`src/rtl/dct_2d_seq.sv`:
```
// dct_2d_seq: runs one shared 8-point 1D DCT core over the rows, then the columns, of an 8x8 block.
// Latency: 17+2*DCT_LAT cycles from block acceptance to res_valid; one block in flight at a time.
// Backpressure: blk_ready is low from acceptance until after the result handshake; res_ready low holds the result.
// Optional: define DCT_SEQ_STATS_EN to add a 16-bit completed-block counter output (blk_count).
module dct_2d_seq #(
  parameter int DCT_LAT = 1
) (
  input  logic         clock,
  input  logic         reset_n,
  input  logic         blk_valid,
  output logic         blk_ready,
  input  logic [511:0] blk_data,
  output logic [63:0]  core_in,
  input  logic [63:0]  core_out,
  output logic         res_valid,
  input  logic         res_ready,
  output logic [511:0] res_data,
  output logic         busy
`ifdef DCT_SEQ_STATS_EN
  ,
  output logic [15:0]  blk_count
`endif
);

  typedef enum logic [2:0] {
    IDLE, ROW, ROW_DRAIN, COL, COL_DRAIN, DONE
  } state_t;

  state_t        state;
  logic [2:0]    cnt;
  logic [511:0]  pix_buf;
  logic [63:0]   row_buf [8];
  logic [63:0]   col_buf [8];
  logic [63:0]   col_vec;

  // Tag pipeline: follows each issued vector through the core so its result lands in the right slot.
  logic [DCT_LAT-1:0]       tag_vld;
  logic [DCT_LAT-1:0]       tag_col;
  logic [DCT_LAT-1:0][2:0]  tag_idx;

  logic       issue;
  logic       cap_vld;
  logic       cap_col;
  logic [2:0] cap_idx;

  assign issue   = (state == ROW) || (state == COL);
  assign cap_vld = tag_vld[DCT_LAT-1];
  assign cap_col = tag_col[DCT_LAT-1];
  assign cap_idx = tag_idx[DCT_LAT-1];

  // Column c is byte c of every row result, stacked with row r as element r.
  for (genvar r = 0; r < 8; r++) begin : g_colvec
    assign col_vec[r*8 +: 8] = row_buf[r][{cnt, 3'b000} +: 8];
  end

  // Coefficient (r,c) is element r of column result c; zero whenever no result is offered.
  for (genvar r = 0; r < 8; r++) begin : g_res_r
    for (genvar c = 0; c < 8; c++) begin : g_res_c
      assign res_data[(r*8+c)*8 +: 8] = res_valid ? col_buf[c][r*8 +: 8] : 8'h00;
    end
  end

  // Drive the core only in issue cycles; idle cycles carry zero.
  always_comb begin
    core_in = '0;
    case (state)
      ROW:     core_in = pix_buf[{cnt, 6'b000000} +: 64];
      COL:     core_in = col_vec;
      default: core_in = '0;
    endcase
  end

  // Control FSM with registered handshake/status outputs.
  always_ff @(posedge clock or negedge reset_n) begin
    if (!reset_n) begin
      state     <= IDLE;
      cnt       <= 3'd0;
      pix_buf   <= '0;
      blk_ready <= 1'b1;
      res_valid <= 1'b0;
      busy      <= 1'b0;
    end else begin
      case (state)
        IDLE: begin
          if (blk_valid && blk_ready) begin
            pix_buf   <= blk_data;
            cnt       <= 3'd0;
            blk_ready <= 1'b0;
            busy      <= 1'b1;
            state     <= ROW;
          end
        end
        ROW: begin
          cnt <= cnt + 3'd1;
          if (cnt == 3'd7) state <= ROW_DRAIN;
        end
        ROW_DRAIN: begin
          if (cap_vld && !cap_col && cap_idx == 3'd7) state <= COL;
        end
        COL: begin
          cnt <= cnt + 3'd1;
          if (cnt == 3'd7) state <= COL_DRAIN;
        end
        COL_DRAIN: begin
          if (cap_vld && cap_col && cap_idx == 3'd7) begin
            res_valid <= 1'b1;
            state     <= DONE;
          end
        end
        DONE: begin
          if (res_ready) begin
            res_valid <= 1'b0;
            blk_ready <= 1'b1;
            busy      <= 1'b0;
            state     <= IDLE;
          end
        end
        default: begin
          res_valid <= 1'b0;
          blk_ready <= 1'b1;
          busy      <= 1'b0;
          state     <= IDLE;
        end
      endcase
    end
  end

  // Shift the issue tags alongside the core pipeline; reset drops anything in flight.
  always_ff @(posedge clock or negedge reset_n) begin
    if (!reset_n) begin
      tag_vld <= '0;
      tag_col <= '0;
      tag_idx <= '0;
    end else begin
      for (int i = DCT_LAT-1; i > 0; i--) begin
        tag_vld[i] <= tag_vld[i-1];
        tag_col[i] <= tag_col[i-1];
        tag_idx[i] <= tag_idx[i-1];
      end
      tag_vld[0] <= issue;
      tag_col[0] <= (state == COL);
      tag_idx[0] <= cnt;
    end
  end

  // Capture returning core results into the row or column buffer named by the tag.
  always_ff @(posedge clock or negedge reset_n) begin
    if (!reset_n) begin
      for (int i = 0; i < 8; i++) begin
        row_buf[i] <= '0;
        col_buf[i] <= '0;
      end
    end else if (cap_vld) begin
      if (cap_col) col_buf[cap_idx] <= core_out;
      else         row_buf[cap_idx] <= core_out;
    end
  end

`ifdef DCT_SEQ_STATS_EN
  // Count completed result handshakes; wraps naturally at 16 bits.
  always_ff @(posedge clock or negedge reset_n) begin
    if (!reset_n)                   blk_count <= 16'd0;
    else if (res_valid && res_ready) blk_count <= blk_count + 16'd1;
  end
`endif

endmodule

```
`config.mk`:
```
export PLATFORM = sky130hd
export DESIGN_NAME = dct_2d_seq
export DESIGN_NICKNAME = d
export VERILOG_FILES = /design/src/rtl/dct_2d_seq.sv
export SDC_FILE = /design/constraint.sdc
export NUM_CORES = 2
export LEC_CHECK = 0
export CAP_MARGIN = 5
export CORE_AREA = 2 2 457 459
export DETAILED_ROUTE_END_ITERATION = 16
export DIE_AREA = 0 0 459 461
export HOLD_SLACK_MARGIN = 0.1
export PLACE_DENSITY = 0.53
export SYNTH_ARGS = -nofsm -noshare
export SYNTH_HDL_FRONTEND = slang
export SYNTH_SLANG_ARGS = --single-unit
```
`constraint.sdc`:
```
create_clock -name clock -period 3.4 [get_ports clock]
set_input_delay 1.02 -clock clock [delete_from_list [all_inputs] [get_ports clock]]
set_output_delay 1.02 -clock clock [all_outputs]
set_load 0.03 [all_outputs]
```
; Word-level counts from Yosys, hierarchy flattened
; Index checks and enable logic that the tools add are counted.
[totals]
inputBits = 580
n_memories = 0
latch_bits = 0
out_inout_bits = 579
regBits = 1550
mem_bits_rw = 0
romBits = 0
word_cells = 160
[classes]
add_sub_neg = 1
div_mod_pow = 0
mux = 86
n_mul = 0
n_eq_ne = 13
shifts = 9
order_cmp = 2
bitwise = 4
reduce_logical = 20
[op_table]
columns = operator, count
row1 = bitwise mux 512 bit, 2
row2 = two-way mux 8 bit, 64
row3 = indexed part select 512 x 10 -> 64 bit, 1
row4 = indexed part select 64 x 7 -> 8 bit, 8
row5 = demux 64 bit (select 3 bit), 1
row6 = case mux 64 bit (2 select lines), 1
row7 = two-way mux 64 bit, 1
row8 = two-way mux 3 bit, 7
row9 = case mux 3 bit (6 select lines), 1
row10 = equality test 3 bit (second input constant), 4
row11 = != test 2 bit (second input constant), 5
row12 = case mux 1 bit (3 select lines), 3
row13 = AND reduction 2 bit, 4
row14 = OR reduction 4 bit, 2
row15 = equality test 3 x 2 -> 1 bit (second input constant), 2
row16 = logical AND 1 bit, 6
row17 = case mux 3 bit (2 select lines), 1
row18 = AND reduction 3 bit, 2
row19 = AND reduction 6 bit, 1
row20 = two-way mux 1 bit, 5
row21 = greater-or-equal comparator 4 bit (second input constant), 1
row22 = < comparator 4 x 1 -> 1 bit (second input constant), 1
row23 = NOT 3 -> 4 bit, 1
row24 = adder 3 x 1 -> 3 bit (second input constant), 1
row25 = other kinds (8), 10

; Longest topological paths before layout
[logic_depth]
word_depth = 6
ltp_mapped = 8
ltp_nobuf = 5

; Worst setup path after synthesis
; No wires, ideal clock.
[synth_path]
kind = register to output
start = register cnt[1]
end = output port core_in[13]
stages_incl_launch_ff = 9
path_slack_ns = 0.429
path_buffers = 4
t_required_ns = 2.380
arrival_time_ns = 1.951
cell_sequence = dfrtp_1 buf_2 and2_1 buf_2 buf_2 clkbuf_1 a22oi_1 a22oi_1 o211ai_1
[synth_via]
elab_chain_cells = 2
elab_cells_between_ends = 3
[synth_lines]
columns = element, line
row1 = from (decl), 30  ; logic [2:0] cnt;
row2 = from (signal assigned), 94  ; cnt <= cnt + 3'd1;
row3 = from (signal assigned), 101  ; cnt <= cnt + 3'd1;
row4 = indexed part select 512 x 10 -> 64 bit / indexed part select 64 x 7 -> 8 bit (equally long branches), "67, 53"
row5 = case mux 64 bit (2 select lines) *, 66  ; case (state)
row6 = to (decl), 13  ; output logic [63:0] core_in,
; Every way passes the cells marked *; elsewhere a longest branch is shown, timed or not.

; Worst setup path in the final report
[layout_path]
start = register cnt[0]
end = output port core_in[52]
; The elaborated chain is that of the path after synthesis.

==> results_dict.tcl <==
set metrics [dict create \
    yosys_warnings 0 \
    whs_path_depth 1 \
    switching_share_pct 36.23 \
    syn_area_sq_um 69210 \
    worstSetupEndpointType "primary output" \
    hold_viol_final 0 \
    grtUsageMet3_pct 5.969 \
    grt_max_degree 115 \
    outcome "finished, violations left" \
    total_power_w 0.08676 \
    drc 0 \
    antenna_found_initial 33 \
    htreeDepth 4 \
    p_comb_share_pct 42.5 \
    power.net_switching_w 0.03143 \
    routed_wl_mm 291.0 \
    ir_worst_vdd_uv 624.6 \
    placed_cell_area_sq_um 86210 \
    setup_ws_ns -0.9359 \
    rsz0062_at_grt "yes" \
    cts_root_buf "clkbuf_16" \
    cts_tree "built" \
    syn_to_final_growth_pct 36.52 \
    grt-busiest-layer "met2" \
    ys_ff_latch 1550 \
    setup_violations 64 \
    power_frac_seq_pct 34.7 \
    layout-drive-gt1-share_pct 48.92 \
    min_from "col_buf[244]" \
    dr.pass1.iters 5 \
    rows 167 \
    drtAntennaViolNets 0 \
    ys.flop_type "dfrtp_1" \
    relSlewSlack_pct 40.50 \
    clk_pin_slew_ns 0.06 \
    startpoint_type "flip-flop" \
    finish.instance_area_sq_um 94490 \
    synth_edf_count 0 \
    syn-num-nets 5336 \
    slew_viol_final 0 \
    die_w_microns 459 \
    intPower_w 0.05533 \
    die_h_microns 461 \
    core_sq_um 206400 \
    clockBufferDepth 3 \
    die-area_sq_um 211600 \
    synth.avg_cell_area_sq_um 14.56 \
    gp_congestion 0.8650 \
    r2r-end "row_buf[388]" \
    grt_pass1_wl_mm 396.8 \
    r2r_cells 4 \
    hpwl_mm 205.4 \
    use_met1_pct 34.70 \
    synthDistinctLibCells 34 \
    tightest_slew_ns 0.8897 \
    crit_type "flip-flop to primary output" \
    grt_pass1_vias 48700 \
    gr-usage-met2_pct 43.52 \
    post_drt_via_cell_ratio 5.288 \
    wl_per_cell_microns 32.26 \
    critPathArrivalTime_ns 3.32 \
    max-cap-violations 0 \
    hold_ws_ns 0.4830 \
    async_reset_ff_share_pct 100.0 \
    cts-buffers-inserted 179 \
    portBuffers 1158 \
    initial_core_util_pct 33.53 \
    drt-initial-drc-count 3619 \
    clock_sinks 1550 \
    p_clk_share_pct 22.8 \
    required_ns 2.38 \
    period_share_pct 127.5 \
    setup-tns-final_ns -48.04 \
    fin_nets 6741 \
    finalCriticalPeriod_ns 4.336 \
    yosysSeqAreaShare_pct 56.04 \
    worstPathMaxFanout 5 \
    fmax_mhz 230.6 \
    pin_count 1159 \
    r2r_slack_ns 1.00 \
    finalClockSkew_ns 0.03139 \
    gr-total-overflow 0 \
    p_leak_nw 42.56 \
    hold_end "col_buf[244]" \
    min_path_type "flip-flop to flip-flop" \
    r2r_start "cap_col" \
    worstSkewPairLatency_ns 0.82 \
    vias 47690 \
    failed_checks "setup timing" \
    synthCells 4754 \
    grtUsageTotal_pct 26.66 \
    powerDensity_nw_per_um2 918.2 \
]
[state kept, by name, summed over array words and instances (netlist names)]
signal     count
res_valid      1
cnt            3
state          3
cap_idx        3
row_buf      512
cap_col        1
col_buf      512
busy           1
pix_buf      512
cap_vld        1
blk_ready      1
[cell usage after synthesis, types with 7 or more instances]
master,count,area (sq um)
nor2_1,10,37.54
clkbuf_1,184,690.7
o211ai_1,64,480.5
mux2i_1,176,1762
nand3_1,92,460.4
a22oi_1,152,1141
buf_1,14,52.55
mux4_2,169,3806
buf_2,198,991.0
mux2_1,27,304.0
nor2_2,7,43.79
and2_1,514,3216
nand2_1,47,176.4
dfrtp_1,1549,38760
mux2_2,1509,16990
[placed cells by master (no fill, tap or decap), types with 67 or more instances in the layout]
master           count
buf_12             125
buf_4              490
dfrtp_1           1544
clkbuf_2            91
and2_1             508
mux2i_1            152
mux2_2            1509
a22oi_1             95
clkdlybuf4s50_1    580
buf_2               67
clkbuf_16          216
mux4_2             169
[kinds of logic (layout without fill, tap and decap cells)]
| logic type | count (synthesis) | after routing | share of synthesized area [%] |
|---|---|---|---|
| muxes | 1881 | 1881 | 33.03 |
| and+or+nand+nor | 686 | 686 | 5.848 |
| AOI/OAI and AO/OA | 228 | 228 | 2.446 |
| other | 0 | 14 | 0 |
| xor gates and xnor gates | 1 | 1 | 0.01266 |
| DFF | 1550 | 1550 | 56.04 |
| adders and majority gates | 2 | 2 | 0.03615 |
| buffers and inverters | 406 | 1954 | 2.581 |
[worst max-delay path by stage]
stage / slack, ns / endpoint / cells after the start / start
after global routing: -0.96 / core_in[52] / 9 / cnt[0]
after detailed placement: -0.19 / core_in[50] / 7 / cnt[0]
after global placement: -0.20 / core_in[50] / 7 / cnt[0]
after floorplan: 0.43 / core_in[13] / 8 / cnt[1]
after CTS: -1.01 / core_in[50] / 7 / cnt[0]
final: -0.94 / core_in[52] / 9 / cnt[0]
[power by group through the flow]
stage | Clock [W] | Sequential, W | Combinational [W]
3_3_place_gp | 0 | 0.0300 | 0.0341
3_5_place_dp | 0 | 0.0301 | 0.0344
2_1_floorplan | 0 | 0.0282 | 0.0199
4_1_cts | 0.0202 | 0.0299 | 0.0364
5_1_grt | 0.0210 | 0.0308 | 0.0383
6_report | 0.0198 | 0.0301 | 0.0369
[critical path, stage by stage (launching register included)]
cell	delay [ns]
dfrtp_4	0.56
buf_12	0.18
buf_12	0.13
buf_12	0.12
mux2i_4	0.18
a22oi_2	0.34
buf_4	0.20
a22oi_2	0.06
o211ai_1	0.43
clkbuf_16	0.25
[cell type report]
class	count	area, sq um
Antenna cell	14	35.03
Tap cell	2704	3383
Clock inverter	51	649.4
Fill cell	18680	112000
Inverter	6	22.52
Clock buffer	273	5314
Multi-Input combinational cell	2798	29390
Timing Repair Buffer	1624	16900
Sequential cell	1550	38800
[stage by stage]
step	worst slack [ns]	utilization, %	std cells
6_report	-0.9359	45.77	9020
5_1_grt	-0.9580	45.76	9010
4_1_cts	-1.008	45.63	8958
3_5_place_dp	-0.1945	41.76	8555
3_3_place_gp	-0.2005	41.76	8555
2_1_floorplan	0.4288	-	4754
[what timing repair did]
action	4_1_cts	5_1_grt
hold endpoints to repair	19	0
pin swaps	67	65
buffers inserted	57	46
endpoints found under the setup margin	539	255
cloned	21	10
resized for setup	858	404
hold buffers	1	0
[metal layers]
layer,vias up,part of all wire (%)
met5,-,0.024
met4,12,3.9
met3,381,6.5
met2,1599,48
met1,25790,42
li1,19920,-
(Power assumes the default switching activity.)
